$ cat src/rtl/booth_pkg.sv
// Shared constants for the radix-4 Booth sequential multiplier: FSM encoding,
// default operand/product widths and the 3-bit Booth digit codes.
package booth_pkg;

    localparam int BOOTH_OP_W   = 12;
    localparam int BOOTH_PROD_W = 2 * BOOTH_OP_W;

    localparam logic [1:0] ST_IDLE = 2'd0;
    localparam logic [1:0] ST_LOAD = 2'd1;
    localparam logic [1:0] ST_ADD  = 2'd2;
    localparam logic [1:0] ST_DONE = 2'd3;

    // Digit window {b[2k+1], b[2k], b[2k-1]}
    localparam logic [2:0] DIG_Z0  = 3'b000;
    localparam logic [2:0] DIG_P1A = 3'b001;
    localparam logic [2:0] DIG_P1B = 3'b010;
    localparam logic [2:0] DIG_P2  = 3'b011;
    localparam logic [2:0] DIG_N2  = 3'b100;
    localparam logic [2:0] DIG_N1A = 3'b101;
    localparam logic [2:0] DIG_N1B = 3'b110;
    localparam logic [2:0] DIG_Z1  = 3'b111;

endpackage

$ cat src/rtl/booth_cla_add.sv
// W-bit carry-lookahead adder built from 4-bit lookahead groups with a
// rippled group carry; carry-out is not produced. W must be a multiple of 4.
module booth_cla_add #(
    parameter int W = 24
) (
    input  logic [W-1:0] x,
    input  logic [W-1:0] y,
    input  logic         cin,
    output logic [W-1:0] sum
);
    localparam int NG = W / 4;

    logic [NG-1:0] gc;

    assign gc[0] = cin;

    generate
        for (genvar gi = 0; gi < NG; gi++) begin : g_grp
            logic [2:0] g;
            logic [3:0] p;
            logic [3:0] c;

            assign g = x[4*gi +: 3] & y[4*gi +: 3];
            assign p = x[4*gi +: 4] ^ y[4*gi +: 4];

            assign c[0] = gc[gi];
            assign c[1] = g[0] | (p[0] & gc[gi]);
            assign c[2] = g[1] | (p[1] & g[0]) | (p[1] & p[0] & gc[gi]);
            assign c[3] = g[2] | (p[2] & g[1]) | (p[2] & p[1] & g[0])
                        | (p[2] & p[1] & p[0] & gc[gi]);

            assign sum[4*gi +: 4] = p ^ c;

            // The top group's carry-out is discarded, so it is not built
            if (gi < NG - 1) begin : g_next
                logic g3;
                assign g3 = x[4*gi+3] & y[4*gi+3];
                assign gc[gi+1] = g3 | (p[3] & g[2]) | (p[3] & p[2] & g[1])
                                | (p[3] & p[2] & p[1] & g[0]) | ((&p) & gc[gi]);
            end
        end
    endgenerate

endmodule

$ cat src/rtl/booth_pp_gen.sv
// Combinational Booth partial-product generator: maps one radix-4 digit to a
// shifted PROD_W-bit addend; negative digits come out inverted with cin=1.
module booth_pp_gen
    import booth_pkg::*;
#(
    parameter int OP_W = BOOTH_OP_W
) (
    input  logic [OP_W-1:0]   a,
    input  logic [2:0]        digit,
    input  logic [2:0]        k,
    output logic [2*OP_W-1:0] pp,
    output logic              cin
);
    localparam int PROD_W = 2 * OP_W;

    logic [PROD_W-1:0] a_ext;
    logic [PROD_W-1:0] mag;
    logic [PROD_W-1:0] shifted;
    logic              neg;

    assign a_ext = {{OP_W{a[OP_W-1]}}, a};

    always_comb begin
        mag = '0;
        neg = 1'b0;
        case (digit)
            DIG_Z0, DIG_Z1:   mag = '0;
            DIG_P1A, DIG_P1B: mag = a_ext;
            DIG_P2:           mag = a_ext << 1;
            DIG_N2: begin
                mag = a_ext << 1;
                neg = 1'b1;
            end
            DIG_N1A, DIG_N1B: begin
                mag = a_ext;
                neg = 1'b1;
            end
            default:          mag = '0;
        endcase
    end

    assign shifted = mag << {k, 1'b0};
    // -(x) == ~x + 1: the +1 rides in on the adder carry-in
    assign pp  = neg ? ~shifted : shifted;
    assign cin = neg;

endmodule

$ cat src/rtl/booth_seq_mult_ctrl.sv
// Sequential radix-4 Booth multiplier: IDLE -> LOAD -> ADD x OP_W/2 -> DONE.
// Define BOOTH_MAC_EN to add acc_clr and accumulate onto the previous product.
module booth_seq_mult_ctrl
    import booth_pkg::*;
#(
    parameter int OP_W = BOOTH_OP_W
) (
    input  logic              clk,
    input  logic              rst,
    input  logic              start,
    input  logic [OP_W-1:0]   a,
    input  logic [OP_W-1:0]   b,
`ifdef BOOTH_MAC_EN
    input  logic              acc_clr,
`endif
    output logic              busy,
    output logic              done,
    output logic [2*OP_W-1:0] product,
    output logic [2:0]        step
);
    localparam int         PROD_W    = 2 * OP_W;
    localparam logic [2:0] LAST_STEP = 3'(OP_W / 2 - 1);

    logic [1:0]        state_reg, state_next;
    logic [OP_W-1:0]   a_reg, a_next;
    logic [OP_W:0]     b_reg, b_next;
    logic [PROD_W-1:0] acc_reg, acc_next;
    logic [PROD_W-1:0] product_reg, product_next;
    logic [2:0]        step_reg, step_next;
    logic [PROD_W-1:0] pp;
    logic [PROD_W-1:0] sum;
    logic [PROD_W-1:0] acc_init;
    logic              pp_cin;
    logic              accept;

    assign accept = start && (state_reg == ST_IDLE || state_reg == ST_DONE);

`ifdef BOOTH_MAC_EN
    assign acc_init = acc_clr ? '0 : product_reg;
`else
    assign acc_init = '0;
`endif

    // Digit window sits in b_reg[2:0]; b_reg shifts right by 2 per ADD cycle
    booth_pp_gen #(
        .OP_W (OP_W)
    ) u_pp_gen (
        .a     (a_reg),
        .digit (b_reg[2:0]),
        .k     (step_reg),
        .pp    (pp),
        .cin   (pp_cin)
    );

    booth_cla_add #(
        .W (PROD_W)
    ) u_add (
        .x   (acc_reg),
        .y   (pp),
        .cin (pp_cin),
        .sum (sum)
    );

    always_comb begin
        state_next   = state_reg;
        a_next       = a_reg;
        b_next       = b_reg;
        acc_next     = acc_reg;
        product_next = product_reg;
        step_next    = step_reg;
        case (state_reg)
            ST_IDLE, ST_DONE: begin
                if (accept) begin
                    state_next = ST_LOAD;
                    a_next     = a;
                    b_next     = {b, 1'b0};
                    acc_next   = acc_init;
                    step_next  = '0;
                end else begin
                    state_next = ST_IDLE;
                end
            end
            ST_LOAD: state_next = ST_ADD;
            ST_ADD: begin
                acc_next = sum;
                b_next   = {{2{b_reg[OP_W]}}, b_reg[OP_W:2]};
                if (step_reg == LAST_STEP) begin
                    state_next   = ST_DONE;
                    product_next = sum;
                    step_next    = '0;
                end else begin
                    step_next = step_reg + 3'd1;
                end
            end
            default: state_next = ST_IDLE;
        endcase
    end

    always_ff @(posedge clk) begin
        if (rst) begin
            state_reg   <= ST_IDLE;
            a_reg       <= '0;
            b_reg       <= '0;
            acc_reg     <= '0;
            product_reg <= '0;
            step_reg    <= '0;
        end else begin
            state_reg   <= state_next;
            a_reg       <= a_next;
            b_reg       <= b_next;
            acc_reg     <= acc_next;
            product_reg <= product_next;
            step_reg    <= step_next;
        end
    end

    assign busy    = (state_reg == ST_LOAD) || (state_reg == ST_ADD);
    assign done    = (state_reg == ST_DONE);
    assign product = product_reg;
    assign step    = step_reg;

endmodule

$ cat config.mk
export PLATFORM = sky130hd
export DESIGN_NAME = booth_seq_mult_ctrl
export DESIGN_NICKNAME = d
export VERILOG_FILES = /design/src/rtl/booth_pkg.sv /design/src/rtl/booth_cla_add.sv /design/src/rtl/booth_pp_gen.sv /design/src/rtl/booth_seq_mult_ctrl.sv
export SDC_FILE = /design/constraint.sdc
export NUM_CORES = 1
export LEC_CHECK = 0
export CORE_MARGIN = 2
export CORE_UTILIZATION = 57
export CTS_CLUSTER_DIAMETER = 60
export DETAILED_ROUTE_END_ITERATION = 7
export PLACE_DENSITY = 0.89
export SLEW_MARGIN = 30
export SYNTH_ARGS = -nofsm -noshare
export SYNTH_HDL_FRONTEND = slang
export SYNTH_SLANG_ARGS = --single-unit
$ cat constraint.sdc
create_clock -name clk -period 5.5 [get_ports clk]
set_input_delay 1.1 -clock clk [delete_from_list [all_inputs] [get_ports clk]]
set_output_delay 1.1 -clock clk [all_outputs]
set_load 0.01 [all_outputs]
==> metrics.md, run 1 <==
| Metric | Value |
|---|---|
| Clock Pin Slew Worst Setup and Hold Paths | 80 ps |
| Antenna Violating Nets Remaining | 0 |
| I/O Pins | 56 |
| CP required | 5780 ps |
| Period utilization | 87.7% |
| Hold Path Class | reg -> reg |
| YS warnings | 0 |
| Max H-tree Level | 3 |
| Period minus WS final | 4820 ps |
| Net Switching | 0.000984 W |
| Post-Place Setup Slack | 737 ps |
| Post-CTS sizing | 0 |
| Pin count of the biggest net entering global routing | 58 |
| Total of max-cap violations | 0 |
| Violation count after the first detailed-routing iteration | 149 |
| Syn-to-layout area delta | 16.7% |
| Die height | 95.3 µm |
| Tightest Pin Transition | 927 ps |
| CP Capture Type | flip-flop |
| Core area | 8130 µm² |
| CP Launch Type | flip-flop |
| GR Util All Layers | 26.2% |
| Syn_nets | 646 |
| Reg2reg end | acc_reg[20] |
| Post-layout util | 68.2% |
| Worst R2R Path Depth | 17 |
| EDFF count, synth | 0 |
| Routed vias | 4,250 |
| Pwr Density | 400 nW/µm² |
| Status | finished, final reports clean |
| Leak | 2.07 nW |
| GPL Wtd Cong | 0.895 |
| Slew margin rel. | 38.2% |
| Fin. Hold Viols | 0 |
| Port bufs | 55 |
| Drt first pass iters | 5 |
| Hold WS | 459 ps |
| CTS Hold Buffers Added | 0 |
| Asr flop ratio synth | 0% |
| Hold endpoint | product[14] |
| Max FO, Critical Path | 15 |
| Seq pwr share | 31.8% |
| Worst R2R Start | b_reg[0] |
| Synth Cell Area | 4750 µm² |
| CTS tree | done |
| WL/cell | 15.3 µm |
| Internal power | 0.00123 W |
| FF+latch count, synth | 78 |
| DR vias/cell | 5.80 |
| Worst IR drop on VDD | 0.314 mV |
| Total Power | 0.00222 W |
| Row count | 33 |
| Total CTS buffers | 9 |
| Root buf cell | clkbuf_8 |
| Final number of setup-violating endpoints | 0 |
| Crit path DAT | 5110 ps |
| Die area | 9090 µm² |
| Postcts setup bufs | 0 |
| Net Sw Frac | 44.4% |
| Final-layout fill cell count | 666 |
| Max-slew violation count | 0 |
| Worst-Skew Late Latency | 360 ps |
| Routed WL | 11,200 µm |
| Total gr overflow | 0 |
| HP Start | product[14] |
| DRC | 0 |
| Layout cells sized above 1 | 6.05% |
| Ant diodes | 0 |
| Initial Util | 58.5% |
| Library cells used by synthesis | 49 |
| Max Fclk | 0.207 GHz |
| Cells after Synth | 585 |
| R2R setup slack | 680 ps |
| Post-Syn Area per Cell | 8.13 µm² |
| Nets | 684 |
| Die W | 95.3 µm |
| Number of global-route vias before repair | 4,093 |
| Clock power frac | 17.1% |
| Worst setup margin | 678 ps |
| RSZ-0062 raised after global routing | no |
| Clock sinks | 78 |
| Setup TNS | 0 ps |
| Max Buffers Root-to-Sink | 2 |
| Power share of the combinational group | 51.1% |
| Worst Skew | 10.5 ps |
| Post-DP HPWL | 8240 µm |
| Register area share after synthesis | 32.8% |
| Crit Path Category | reg -> reg |
| Worst hold stages | 2 |
| Main flop type after synthesis | dfxtp_1 |
| First-pass GRT wire length | 18,700 µm |
| Initial antenna violation count | 0 |
-- routing by layer --
layer  vias to the layer above  share of wire [%]  track usage (%)
met3                        19                5.2             5.14
met5                         -                  0                0
met4                         0                1.8             9.78
li1                       2128                  -                -
met2                       126                 48             44.7
met1                      1977                 45             32.6
-- through the flow --
step / area [µm²] / cells
after global routing: 5550 / 733
after detailed placement: 5380 / 717
after CTS: 5540 / 733
final: 5550 / 733
after floorplan: 4750 / 585
after global placement: 5380 / 717
-- kinds of logic (layout without fill, tap and decap cells) --
kind of cell	Yosys count	in the layout	share of synthesized area, %
fa+ha+maj	34	34	9.74
xor+xnor	42	42	7.74
buf+inv	56	99	4.50
mux	28	28	5.95
compound gates	157	157	21.3
simple gates	190	190	18.0
flops	78	78	32.8
-- worst max path at each step --
stage	slack (ps)	startpoint	endpoint	cells after the start
finish	680	b_reg[0]	acc_reg[20]	17
CTS	720	b_reg[0]	acc_reg[20]	16
global placement	890	b_reg[0]	acc_reg[20]	16
detailed placement	740	b_reg[1]	acc_reg[20]	16
floorplan	1190	b_reg[0]	acc_reg[20]	18
global route	390	b_reg[0]	acc_reg[20]	19
-- critical path, stage by stage, from the launching register on --
cell,delay (ps)
dfxtp_1,400
inv_1,90
ha_1,550
a22o_1,230
nor2_1,40
a21oi_1,280
mux2i_1,160
o21ai_0,260
xnor2_1,110
ha_1,410
a21oi_1,190
nand2_1,90
a221oi_2,320
a31oi_2,210
a221oi_2,390
fa_1,490
or3_1,380
a21oi_1,150
-- cell type report --
class                           instances  area [µm²]  share of cell area (%)
Sequential cell                        78        1560                    28.2
Clock inverter                          5        36.3                   0.654
Tap cell                              105         131                    2.37
Inverter                               18        67.6                    1.22
Multi-Input combinational cell        451        3000                    54.0
Clock buffer                           11         131                    2.37
Timing Repair Buffer                   65         623                    11.2
-- cells in the mapped netlist (7+ instances only) --
| library cell | n | share of area, % |
|---|---|---|
| a211oi_1 | 24 | 3.8 |
| a21o_1 | 8 | 1.3 |
| a21oi_1 | 60 | 6.3 |
| a22oi_1 | 15 | 2.4 |
| buf_1 | 10 | 0.79 |
| clkbuf_1 | 25 | 2.0 |
| dfxtp_1 | 78 | 33 |
| ha_1 | 29 | 7.6 |
| inv_1 | 18 | 1.4 |
| mux2i_1 | 26 | 5.5 |
| nand2_1 | 79 | 6.2 |
| nand3_1 | 15 | 1.6 |
| nand3b_1 | 10 | 1.6 |
| nor2_1 | 56 | 4.4 |
| o21ai_0 | 20 | 2.1 |
| or3_1 | 7 | 0.92 |
| xnor2_1 | 32 | 5.9 |
| xor2_1 | 10 | 1.8 |
-- layout by cell type, fill, tap and decap left out, types with 7 or more instances in the layout --
cell type,Yosys,final
inv_1,18,18
clkbuf_8,0,9
a21oi_1,60,59
a22oi_1,15,15
nand3_1,15,15
dfxtp_1,78,78
nand2_1,79,79
clkdlybuf4s50_1,0,54
o21ai_0,20,20
nor2_1,56,56
xnor2_1,32,32
or3_1,7,7
mux2i_1,26,26
nand3b_1,10,10
buf_4,0,11
ha_1,29,29
xor2_1,10,10
a21o_1,8,8
a211oi_1,24,24
-- power by group through the flow --
stage	clock (W)	sequential (W)	combinational, W
2_1_floorplan	0	0.000692	0.000855
3_3_place_gp	0	0.000712	0.00107
3_5_place_dp	0	0.000719	0.00111
4_1_cts	0.000385	0.000706	0.00112
5_1_grt	0.000415	0.000717	0.00125
6_report	0.000380	0.000706	0.00113
Note: power is estimated with default switching activity, not from simulation.
==> inputs of run 2 (changes only) <==
SETUP_SLACK_MARGIN = 0.02   (was unset)
==> results of run 2 <==
The final DEF is identical to that of run 1; final timing and power are the same.
